==> config.mk <==
export PLATFORM = sky130hd
export DESIGN_NAME = note_sequencer
export DESIGN_NICKNAME = d
export VERILOG_FILES = /design/src/rtl/note_seq_pkg.sv /design/src/rtl/ms_prescaler.sv /design/src/rtl/note_sequencer.sv
export SDC_FILE = /design/constraint.sdc
export NUM_CORES = 1
export LEC_CHECK = 0
export CORE_ASPECT_RATIO = 2
export CORE_UTILIZATION = 52
export DETAILED_ROUTE_END_ITERATION = 16
export PLACE_DENSITY = 0.86
export SETUP_SLACK_MARGIN = 0.5
export SLEW_MARGIN = 20
export SYNTH_ARGS = -nofsm -noshare
export SYNTH_HDL_FRONTEND = slang
export SYNTH_HIERARCHICAL = 1
export SYNTH_SLANG_ARGS = --single-unit
==> constraint.sdc <==
create_clock -name clk -period 4 [get_ports clk]
set_clock_uncertainty 0.15 [all_clocks]
set_input_delay 0.6 -clock clk [delete_from_list [all_inputs] [get_ports clk]]
set_output_delay 0.6 -clock clk [all_outputs]
set_load 0.01 [all_outputs]
==> src/rtl/note_seq_pkg.sv <==
// Shared types and song-table entry layout for the note sequencer.
package note_seq_pkg;

    // Sequencer states.
    typedef enum logic [2:0] {
        IDLE,
        FETCH,
        DECODE,
        PLAY,
        GAP
    } seq_state_e;

    localparam int unsigned NOTE_W  = 5;
    localparam int unsigned DUR_W   = 3;
    localparam int unsigned ENTRY_W = 8;

    // Entry layout: {note[7:3], dur_code[2:0]}.
    localparam int unsigned NOTE_MSB = 7;
    localparam int unsigned NOTE_LSB = 3;
    localparam int unsigned DUR_MSB  = 2;
    localparam int unsigned DUR_LSB  = 0;

    localparam logic [NOTE_W-1:0] REST_CODE = 5'd0;
    localparam logic [NOTE_W-1:0] END_CODE  = 5'd31;

    // Note field of a song-table entry.
    function automatic logic [NOTE_W-1:0] entry_note(input logic [ENTRY_W-1:0] e);
        return e[NOTE_MSB:NOTE_LSB];
    endfunction

    // Duration code of a song-table entry.
    function automatic logic [DUR_W-1:0] entry_dur(input logic [ENTRY_W-1:0] e);
        return e[DUR_MSB:DUR_LSB];
    endfunction

endpackage

==> src/rtl/ms_prescaler.sv <==
// Millisecond prescaler: counts 0..T-1 while enabled and flags the last tick.
// ms_tick is decoded from the count register; T must be non-zero.
module ms_prescaler #(
    parameter int unsigned TPM_W = 16
) (
    input  logic             clk,
    input  logic             rst_n,
    input  logic             clr,
    input  logic             en,
    input  logic [TPM_W-1:0] T,
    output logic             ms_tick
);

    logic [TPM_W-1:0] cnt;

    assign ms_tick = en && (cnt == (T - TPM_W'(1)));

    // Tick counter: cleared on request, frozen while disabled, wraps at T-1.
    always_ff @(posedge clk or negedge rst_n) begin
        if (!rst_n) begin
            cnt <= '0;
        end else if (clr) begin
            cnt <= '0;
        end else if (en) begin
            cnt <= ms_tick ? '0 : cnt + TPM_W'(1);
        end
    end

endmodule

==> src/rtl/note_sequencer.sv <==
// Note sequencer: walks a (note, duration) song table and drives the tone
// generator, with an inter-note gap, stop, end-of-song and looping.
// Optional macro SEQ_PAUSE_EN adds a pause input that freezes timing in
// PLAY/GAP and mutes the tone.
module note_sequencer
    import note_seq_pkg::*;
#(
    parameter int unsigned ADDR_W  = 6,
    parameter int unsigned BASE_MS = 50,
    parameter int unsigned GAP_MS  = 10,
    parameter int unsigned TPM_W   = 16
) (
    input  logic               clk,
    input  logic               rst_n,
    input  logic [TPM_W-1:0]   ticks_per_milli,
    input  logic               start,
    input  logic               stop,
    input  logic               loop_en,
`ifdef SEQ_PAUSE_EN
    input  logic               pause,
`endif
    output logic [ADDR_W-1:0]  rom_addr,
    input  logic [ENTRY_W-1:0] rom_data,
    output logic [NOTE_W-1:0]  note_code,
    output logic               tone_en,
    output logic               busy,
    output logic               song_done
);

    // Millisecond counter must hold the longest note and the gap.
    localparam int unsigned MAX_NOTE_MS = BASE_MS << 7;
    localparam int unsigned MAX_MS      = (MAX_NOTE_MS > GAP_MS) ? MAX_NOTE_MS : GAP_MS;
    localparam int unsigned MS_W        = $clog2(MAX_MS + 1);

    seq_state_e        state;
    logic [TPM_W-1:0]  t_cap;
    logic [MS_W-1:0]   ms_left;

    logic              freeze_c;
    logic              timed_c;
    logic              ms_tick;
    logic              ms_done_c;
    logic [NOTE_W-1:0] dec_note_c;
    logic [DUR_W-1:0]  dec_dur_c;

`ifdef SEQ_PAUSE_EN
    assign freeze_c = pause;
`else
    assign freeze_c = 1'b0;
`endif

    assign timed_c    = (state == PLAY) || (state == GAP);
    assign ms_done_c  = ms_tick && (ms_left == MS_W'(1));
    assign dec_note_c = entry_note(rom_data);
    assign dec_dur_c  = entry_dur(rom_data);

    ms_prescaler #(
        .TPM_W (TPM_W)
    ) u_ms_prescaler (
        .clk     (clk),
        .rst_n   (rst_n),
        .clr     (!timed_c),
        .en      (timed_c && !freeze_c),
        .T       (t_cap),
        .ms_tick (ms_tick)
    );

    // Sequencer FSM with registered outputs; stop from any active state wins.
    always_ff @(posedge clk or negedge rst_n) begin
        if (!rst_n) begin
            state     <= IDLE;
            t_cap     <= TPM_W'(1);
            ms_left   <= '0;
            rom_addr  <= '0;
            note_code <= '0;
            tone_en   <= 1'b0;
            busy      <= 1'b0;
            song_done <= 1'b0;
        end else begin
            song_done <= 1'b0;
            if (state != IDLE && stop) begin
                state     <= IDLE;
                ms_left   <= '0;
                rom_addr  <= '0;
                note_code <= '0;
                tone_en   <= 1'b0;
                busy      <= 1'b0;
            end else begin
                case (state)
                    IDLE: begin
                        if (start && !stop) begin
                            t_cap    <= (ticks_per_milli == '0) ? TPM_W'(1) : ticks_per_milli;
                            rom_addr <= '0;
                            busy     <= 1'b1;
                            state    <= FETCH;
                        end
                    end
                    FETCH: begin
                        state <= DECODE;
                    end
                    DECODE: begin
                        if (dec_note_c == END_CODE) begin
                            rom_addr <= '0;
                            if (loop_en) begin
                                state <= FETCH;
                            end else begin
                                busy      <= 1'b0;
                                song_done <= 1'b1;
                                state     <= IDLE;
                            end
                        end else begin
                            ms_left   <= MS_W'(BASE_MS << dec_dur_c);
                            note_code <= dec_note_c;
                            tone_en   <= (dec_note_c != REST_CODE);
                            state     <= PLAY;
                        end
                    end
                    PLAY: begin
                        if (ms_done_c) begin
                            tone_en <= 1'b0;
                            if (GAP_MS == 0) begin
                                rom_addr <= rom_addr + ADDR_W'(1);
                                state    <= FETCH;
                            end else begin
                                ms_left <= MS_W'(GAP_MS);
                                state   <= GAP;
                            end
                        end else begin
                            if (ms_tick) begin
                                ms_left <= ms_left - MS_W'(1);
                            end
                            tone_en <= (note_code != REST_CODE) && !freeze_c;
                        end
                    end
                    GAP: begin
                        tone_en <= 1'b0;
                        if (ms_done_c) begin
                            rom_addr <= rom_addr + ADDR_W'(1);
                            state    <= FETCH;
                        end else if (ms_tick) begin
                            ms_left <= ms_left - MS_W'(1);
                        end
                    end
                    default: begin
                        state <= IDLE;
                        busy  <= 1'b0;
                    end
                endcase
            end
        end
    end

endmodule

; Word-level counts from Yosys, hierarchy flattened
; Index checks and enable logic that the tools add are counted.
[totals]
ram_bits = 0
regBits = 62
elab_cells = 90
input_bits = 29
memories = 0
rom_bits = 0
output_inout_bits = 14
latch_bits = 0
[classes]
bitwise = 1
muxes = 37
div_mod_pow = 0
n_reduce_logical = 22
shift = 1
n_lt_le_gt_ge = 0
n_mul = 0
add_sub_neg = 4
eq_ne = 16
[op_table]
columns = operator, count
row1 = 2-to-1 mux 13 bit, 5
row2 = 2-to-1 mux 16 bit, 3
row3 = one-hot mux 13 bit (3 select lines), 1
row4 = 2-to-1 mux 6 bit, 4
row5 = one-hot mux 6 bit (3 select lines), 1
row6 = adder 16 x 1 -> 16 bit (second input constant), 1
row7 = == test 16 bit, 1
row8 = zero test 16 bit, 1
row9 = subtractor 16 x 1 -> 16 bit (second input constant), 1
row10 = 2-to-1 mux 3 bit, 5
row11 = 2-to-1 mux 5 bit, 3
row12 = one-hot mux 3 bit (5 select lines), 1
row13 = == test 13 x 1 -> 1 bit (second input constant), 1
row14 = << shifter 6 x 3 -> 13 bit (first input constant), 1
row15 = subtractor 13 x 1 -> 13 bit (second input constant), 1
row16 = 2-to-1 mux 1 bit, 12
row17 = != test 3 bit (second input constant), 4
row18 = nonzero test 5 bit, 2
row19 = != test 3 x 2 -> 1 bit (second input constant), 3
row20 = AND reduction 3 bit, 3
row21 = AND reduction 4 bit, 2
row22 = nonzero test 4 bit, 2
row23 = adder 6 x 1 -> 6 bit (second input constant), 1
row24 = == test 3 x 2 -> 1 bit (second input constant), 2
row25 = other kinds (15), 20

; Depth between registers and ports, before layout
; Gate-level depths: netlist (run 1).
[logic_depth]
depth_word = 7
depth_mapped = 13
mapped_depth_nobuf = 12

; By module
; Netlist (run 1), hierarchy kept.
[modules_own_cells]
columns = mod, n_inst, cells_per_inst, area_each_um2
row1 = note_sequencer, 1, 285, 2711.4
row2 = ms_prescaler, 1, 203, 1660.3

; Worst setup path after synthesis (run 1)
; OpenSTA, ideal clock, no wires.
[synth_timing]
path_kind = register to register
startpoint = register state[0]
endpoint = register ms_left[11]
arrival_time_ns = 4.058
n_path_buf = 2
period_less_slack_ns = 4.270
path_slack_ns = -0.270
stages_incl_launch_ff = 14
cell_sequence = dfrtp_1 or3b_2 clkbuf_1 nand2_1 nand3_1 a2111oi_4 nand4_2 nor3_1 or3b_2 or4_1 buf_2 or4_1 a21oi_1 a211o_2
[synth_between]
elab_chain_len = 7
elab_cells_between_ends = 17
[synth_rtl]
columns = item, line
row1 = from (decl), note_sequencer.sv:35  ; seq_state_e state;
row2 = from (signal assigned), note_sequencer.sv:71  ; state <= IDLE;
row3 = from (signal assigned), note_sequencer.sv:82  ; state <= IDLE;
row4 = from (signal assigned), note_sequencer.sv:95  ; state <= FETCH;
row5 = == test 3 x 2 -> 1 bit or == test 3 bit (tied branches), note_sequencer.sv:52  ; assign timed_c = (state == PLAY) || (state == GAP);
row6 = logical OR 1 bit *, note_sequencer.sv:52
row7 = net timed_c, note_sequencer.sv:40  ; logic timed_c;
row8 = logical AND 1 bit *, ms_prescaler.sv:16  ; assign ms_tick = en && (cnt == (T - TPM_W'(1)));
row9 = net ms_tick, note_sequencer.sv:41  ; logic ms_tick;
row10 = 2-to-1 mux 13 bit or logical AND 1 bit (tied branches), --
row11 = "2-to-1 mux 13 bit, on equally long branches", --
row12 = one-hot mux 13 bit (3 select lines), note_sequencer.sv:89  ; case (state)
row13 = 2-to-1 mux 13 bit, note_sequencer.sv:81  ; if (state != IDLE && stop) begin
row14 = to (signal assigned), note_sequencer.sv:112  ; ms_left <= MS_W'(BASE_MS << dec_dur_c);
row15 = to (signal assigned), note_sequencer.sv:125  ; ms_left <= MS_W'(GAP_MS);
row16 = to (signal assigned), note_sequencer.sv:130  ; ms_left <= ms_left - MS_W'(1);
row17 = to (decl), note_sequencer.sv:37  ; logic [MS_W-1:0] ms_left;
; The timed path passes the listed nets; every way through them passes the cells marked *. The select of a mux whose other input is x is not followed.
; A chain may end at the register's enable or synchronous reset.

; Final worst setup path (run 1)
[layout_timing]
startpoint = register t_cap[0]
endpoint = register ms_left[11]
[layout_between]
elab_chain_len = 7
elab_cells_between_ends = 11
[layout_rtl]
columns = item, line
row1 = from (decl), note_sequencer.sv:36  ; logic [TPM_W-1:0] t_cap;
row2 = from (signal assigned), note_sequencer.sv:92  ; t_cap <= (ticks_per_milli == '0) ? TPM_W'(1) : ticks_per_milli;
row3 = subtractor 16 x 1 -> 16 bit *, ms_prescaler.sv:16
row4 = == test 16 bit *, ms_prescaler.sv:16
row5 = logical AND 1 bit *, ms_prescaler.sv:16
row6 = net ms_tick, note_sequencer.sv:41
row7 = 2-to-1 mux 13 bit or logical AND 1 bit (tied branches), --
row8 = "2-to-1 mux 13 bit, on equally long branches", --
row9 = one-hot mux 13 bit (3 select lines), note_sequencer.sv:89
row10 = 2-to-1 mux 13 bit, note_sequencer.sv:81
; Marks and branches as above.

==> metrics.txt, run 1 <==
CP max-delay cell=or4_4; Inserted Diodes=0; post-synth net total=526; Worst R2R Path Depth=10; core area=8230 sq um; yosys warns=6; EDFF count, synth=0; crit-path leading delay family=simple AND/OR/NAND/NOR gates; Min Hold Slack=0.107 ns; largest net degree at the start of global routing=40; Worst Tran Pin Value=0.875 ns; final worst slack=roughly 0.23 ns; max-slew violations=0; fin crit share=94.3%; DR vias=4375; Setup crit start=t_cap[0]; Reg2Reg Setup Slack=0.23 ns; antenna viol nets, final=0; Skew-Pair Late Insertion Delay=between 0.3 and 0.4 ns; worst r2r src=t_cap[0]; Layout area overhead=26.0%; PortBufs=42; Leak=between 2 and 2.5 nW; Worst Path Buf+Inv=0; hpwl dp=9.37 mm; vias per cell=6.66; Worst path max stage delay=0.58 ns; WL final=13.3 mm; Met2 Wirelength=7.30 mm; Worst path most repeated cell=or4_4; TritonRoute pass-1 iters=5; IR drop worst, VDD=414 uV; TritonCTS Buffers=9; Synth Instances=about 500; RSZ-0062 raised after global routing=yes; All-Layer GR Usage=32.4%; crit path to=ms_left[11]; Clock Tree Root=clkbuf_16; Post-synth top flop=dfrtp_1; # fillers=roughly 620; Max Buffers Root-to-Sink=2; grt ovf=0; Die Y=around 130 um; PwrDens=543 nW/um^2; Post-Route M1 WL=4.56 mm; ys async rst share=100%; fraction of final layout cells sized beyond drive strength 1=21.3%; gp weighted congestion=1.00; crit start category=register; Worst path depth=10; Setup WS pre-CTS=0.119 ns; Clock Sinks=slightly above 60; Clk pin slew, worst setup/hold paths=0.05 ns; CTS HTree Levels=3; post-synthesis cell area=between 4000 and 5000 sq um; crit path cell chain=or4_4 -> or3_4 -> a2111oi_4 -> nand4_2 -> nor3_4 -> or3b_4 -> or4_4 -> o31ai_2 -> a21oi_2 -> a211o_2; cts hold-fix bufs=0; #FFs+latches synth=62; layout net count=between 500 and 600; met3 wire len=590 um; MaxCap Viol Count=0; Final Non-Filler Cells=about 660; headroom to the max-slew limit=41.6%; Max Freq=265 MHz; worst reg2reg path endpoint=ms_left[11]; first-pass GRT wire length=approximately 21 mm; vias in the first global route=4336; Final Hold Fails=0; min Tclk post-route=3.77 ns; DR top layer=met4; Starting Density=53.1%; run status=finished clean; sequential share of the synthesized area=35.5%; Hold/Removal Path Class=in2async; FP Rows=47; TritonCTS clock tree=yes; Detailed Route Iter0 Violations=330; TNS Setup=0 ns; Critical Path AT=roughly 3.8 ns; die width=66.8 um; initial antenna violation count=0; CP max FO=5; Avg WL per Cell=20.2 um; Die Footprint=8800 sq um; Setup Crit Path Kind=reg2reg; IO Count=43; DRC=0; critical path endpoint category=register; final setup fails=0; Placed Instances=between 600 and 700; syn avg cell area=8.96 sq um; Unique masters post-synth=76; WP data required=4.07 ns
## sequential cells by signal, summed over array words and instances (netlist names)
register,flops
busy,1
ms_left,13
note_code,5
rom_addr,6
song_done,1
state,3
t_cap,16
tone_en,1
u_ms_prescaler/cnt,16
## synthesized netlist by cell type (8+ instances only)
cell	n	share of area, %
and3_1	11	1.6
clkbuf_1	14	1.2
nor4_1	24	3.4
nor3_1	18	2.1
o21ai_0	31	3.5
nand2b_1	9	1.3
o211ai_1	8	1.4
a22o_1	11	2.2
mux2i_1	8	1.8
ha_1	9	2.6
a21oi_1	17	1.9
nor2_1	38	3.3
xnor2_1	12	2.4
dfrtp_1	61	35
or4_1	10	1.7
buf_2	8	0.92
nand2_1	34	2.9
inv_1	18	1.5
nand3_1	15	1.7
mux2_2	16	4.1
## through the flow
stage	power (W)	area, sq um	util [%]
after detailed placement	0.00202	4900	59.6
after CTS	0.00296	5450	66.2
after global routing	0.00313	5510	66.9
final	0.00299	5510	66.9
after global placement	0.00196	4880	59.3
after floorplan	0.00166	4400	-
## area by class of cell
type	count	area (sq um)	share of cell area (%)
Multi-Input combinational cell	381	2720	49.3
Clock buffer	12	246	4.47
Sequential cell	62	1550	28.2
Clock inverter	4	70.1	1.27
Tap cell	98	123	2.23
Timing Repair Buffer	82	732	13.3
Inverter	18	67.6	1.23
## worst register-to-register path: stages, from the launching register on
cell and delay, ns:
dfstp_2 0.36, or4_4 0.58, or3_4 0.37, a2111oi_4 0.32, nand4_2 0.17, nor3_4 0.23, or3b_4 0.41, or4_4 0.47
o31ai_2 0.26, a21oi_2 0.08, a211o_2 0.26
## worst min path at each step
| stage | to | from | cells past startpoint |
|---|---|---|---|
| 6_report | busy | rst_n | 1 |
| 5_1_grt | ms_left[10] | rst_n | 1 |
| 4_1_cts | ms_left[10] | rst_n | 1 |
| 3_5_place_dp | tone_en | tone_en | 1 |
| 3_3_place_gp | ms_left[7] | ms_left[7] | 1 |
| 2_1_floorplan | busy | rst_n | 0 |
## cell usage in the layout, fill, tap and decap left out, types with 7 or more instances in the layout
cell type,instances
a21oi_1,16
a22o_1,11
and3_1,11
buf_4,38
clkbuf_16,9
clkdlybuf4s50_1,41
dfrtp_1,60
ha_1,9
inv_1,18
mux2_2,16
mux2i_1,8
nand2_1,32
nand2b_1,9
nand3_1,15
nand4_1,7
nor2_1,36
nor3_1,14
nor4_1,21
o211ai_1,8
o21ai_0,26
xnor2_1,12
xor2_1,7
## what timing repair did
item,CTS,global route
buffers inserted,19,3
cloned,0,1
pin swaps,11,9
resized for setup,21,11
endpoints found under the setup margin,21,23
## report_power, final
part	internal, W	switching, W	leakage, nW
clock	0.000560	0.000279	0.157
sequential	0.000774	0.000201	0.816
combinational	0.000536	0.000643	1.29
total	0.00187	0.00112	2.26
## per-layer routing
metal | vias to the layer above | GRT usage, %
li1 | 1980 | -
met2 | 194 | 56.0
met3 | 72 | 8.16
met5 | - | 0
met1 | 2129 | 32.2
met4 | 0 | 21.9
## kinds of logic (layout without fill, tap and decap cells)
family / Yosys count / count (layout) / synth area share [%]
buf+inv: 46 / 116 / 5.72
simple gates: 211 / 212 / 27.3
fa+ha+maj: 9 / 9 / 2.58
mux: 24 / 24 / 5.95
xor+xnor: 19 / 19 / 3.81
flops: 62 / 62 / 35.5
compound gates: 117 / 117 / 19.1
(Power assumes the default switching activity.)
==> inputs of run 2 (changes only) <==
--- a/config.mk
+++ b/config.mk
@@ -13,5 +13,4 @@
 export SLEW_MARGIN = 20
 export SYNTH_ARGS = -nofsm -noshare
 export SYNTH_HDL_FRONTEND = slang
-export SYNTH_HIERARCHICAL = 1
 export SYNTH_SLANG_ARGS = --single-unit
==> run 2 against run 1 <==
Compared with the run above:
- sequential share of layout area increased by 2.7 points
- hold slack improved by 0.057 ns
- power shrank 0.85%
- sequential power increased by 7%
- critical path type unchanged
- largest power group unchanged
- highest routed layer unchanged
==> metrics.txt, run 2 <==
run status=finished clean; ys async rst share=100%; Largest regs=t_cap x16, u_ms_prescaler.cnt x16, ms_left x13; xor and xnor area share after synthesis=6.78%; area leader, netlist=dfrtp_1; Hold/Removal Path Class=in2async; fin crit share=a little under nine tenths; RSZ-0062 raised after global routing=yes; crit path cell chain=or4_4 -> or4b_4 -> or4_4 -> nor2_8 -> nand3_4 -> o21ai_4 -> o21ai_1 -> a211o_1; #FFs+latches synth=62; antenna viol nets, final=0; Internal=0.00182 W; Max Freq=291 MHz; TritonCTS clock tree=yes; vias per cell=6.60; TritonRoute pass-1 iters=5; sequential share of the synthesized area=~38%; Clk pin slew, worst setup/hold paths=0.05 ns; EDFF count, synth=0; All-Layer GR Usage=just over 30%; Setup WS pre-CTS=0.482 ns; PortBufs=42; fraction of the mapped netlist area in adder cells=2.72%; TNS Setup=0 ns; grt ovf=0; Synth Instances=around 450; min Tclk post-route=3.44 ns; gp weighted congestion=1.03; die width=between 60 and 70 um; Leak=2.08 nW; Detailed Route Iter0 Violations=299; Synth Area in Compound Gates=around 17%; Setup Crit Path Kind=reg2reg; critical path endpoint category=register; area share of the largest cell type after synthesis=36.9%; Max Buffers Root-to-Sink=2; crit-path leading delay family=simple AND/OR/NAND/NOR gates; Post-synth top flop=dfrtp_1; layout net count=roughly 540; hpwl dp=roughly 9 mm; largest net degree at the start of global routing=35; IO Count=43; largest family of logic cells by synthesized area=simple AND/OR/NAND/NOR gates; Inserted Diodes=0; CP max FO=9; Clk pwr share=approximately 26%; DR vias=3925; Die Footprint=8330 sq um; synth cell count leaders=dfrtp_1, nor2_1, nand2_1, nand3_1, xnor2_1; post-synth net total=487; Sw Share=about 39%; vias in the first global route=3984; fraction of final layout cells sized beyond drive strength 1=14.2%; final worst slack=approximately 0.56 ns; Skew-Pair Late Insertion Delay=between 0.3 and 0.4 ns; Clock Tree Root=clkbuf_16; final setup fails=0; Worst Tran Pin Value=0.818 ns; commonest non-fill, non-tap cell in the layout=dfrtp_1; Worst path max stage delay=0.58 ns; Comb pwr share=approximately 39%; Flop pwr share=between 30% and 40%; IR drop worst, VDD=424 uV; WL final=11.7 mm; Layout area overhead=21.4%; DRC=0; commonest cells after routing, fill and taps aside=dfrtp_1, nor2_1, clkdlybuf4s50_1; headroom to the max-slew limit=between 40% and 50%; TritonCTS Buffers=9; max-slew violations=0; MaxCap Viol Count=0; P_sw=about 0.0011 W; ranking of synthesized cells by area=dfrtp_1, mux2_2, nor2_1; Unique masters post-synth=73; Starting Density=a little over half; Critical Path AT=3.50 ns; CTS HTree Levels=3; Die Y=~130 um; CP max-delay cell=or4_4; core area=7660 sq um; post-synthesis cell area=4140 sq um; WP data required=~4.1 ns; crit start category=register; mux share of post-synthesis cell area=5.84%; FP Rows=45; Avg WL per Cell=approximately 20 um; yosys warns=0; PwrDens=approximately 590 nW/um^2; Final Hold Fails=0; Worst Path Buf+Inv=0; first-pass GRT wire length=between 15 and 20 mm; post-synthesis simple-gate area fraction=27.1%; Worst path most repeated cell=or4_4; initial antenna violation count=0; count leader, synth=dfrtp_1; cts hold-fix bufs=0; Clock Sinks=62; syn avg cell area=around 9.2 sq um
-- run 2: cell count changes in the layout (fill, tap and decap cells not counted), sizes merged, moves of 6 or more --
cell    previous run  this run
buf               41        13
nand2             34        28
nor2              38        46
nor4              25        15
o21ai             31        21
o311ai             7         1
xor2               7        15
-- run 2: kinds of logic (layout without fill, tap and decap cells) --
group	count (synthesis)	count (layout)
XOR/XNOR	32	32
buffers and inverters	31	83
flip-flops	62	62
AO/OA/AOI/OAI	96	96
multiplexers	22	22
adder cells (fa/ha/maj)	9	9
AND/OR/NAND/NOR	197	197
-- run 2: power groups by stage --
| stage | registers [W] | clock network, W | logic [W] |
|---|---|---|---|
| 4_1_cts | 0.00103 | 0.000780 | 0.00111 |
| 3_5_place_dp | 0.00104 | 0 | 0.00110 |
| 5_1_grt | 0.00106 | 0.000802 | 0.00127 |
| 6_report | 0.00104 | 0.000766 | 0.00117 |
| 2_1_floorplan | 0.000961 | 0 | 0.000802 |
| 3_3_place_gp | 0.00102 | 0 | 0.00107 |
-- run 2: area by class of cell --
class,instances,area (sq um)
Timing Repair Buffer,54,505
Tap cell,94,118
Clock buffer,11,243
Sequential cell,62,1550
Clock inverter,4,47.5
Multi-Input combinational cell,356,2500
Inverter,14,52.6
Fill cell,608,2640
-- run 2: worst reg2reg max path, cell delays in order, from the launching register on --
cell and delay [ns]:
dfrtp_1 0.40, or4_4 0.58, or4b_4 0.55, or4_4 0.57, nor2_8 0.16, nand3_4 0.13
o21ai_4 0.34, o21ai_1 0.12, a211o_1 0.31
-- run 2: worst paths after layout --
path,from,slack [ns],cells past startpoint,end
setup / recovery,ms_left[7],0.56,8,ms_left[2]
hold / removal,rst_n,0.16,1,ms_left[0]
setup reg to reg,ms_left[7],0.56,8,ms_left[2]
hold reg to reg,busy,0.35,2,busy
max in group asynchronous,rst_n,2.62,2,t_cap[0]
min in group clk,busy,0.35,2,busy
-- run 2: routing by layer --
| layer | part of all wire [%] | vias up | wire, um | GRT usage [%] |
|---|---|---|---|---|
| li1 | - | 1764 | - | - |
| met1 | 33 | 1888 | 3860 | 28.4 |
| met2 | 54 | 197 | 6350 | 54.2 |
| met3 | 4.7 | 76 | 556 | 5.78 |
| met4 | 8.1 | 0 | 950 | 26.3 |
| met5 | 0 | - | 0 | 0 |
-- run 2: stage by stage --
stage	std cells	hold slack [ns]	utilization [%]	instance area, sq um	power (W)
2_1_floorplan	449	0.154	-	4140	0.00176
3_3_place_gp	576	0.333	60.9	4660	0.00209
3_5_place_dp	576	0.353	60.9	4660	0.00214
4_1_cts	591	0.169	64.7	4960	0.00292
5_1_grt	595	0.214	65.6	5020	0.00313
6_report	595	0.164	65.6	5020	0.00297
-- run 2: timing repair --
action                                 in CTS  in global routing
gates resized for setup                     1                  7
setup endpoints to repair                   2                 16
pin swaps                                   0                  3
endpoints found under the hold margin       0                  0
setup buffers                               0                  4
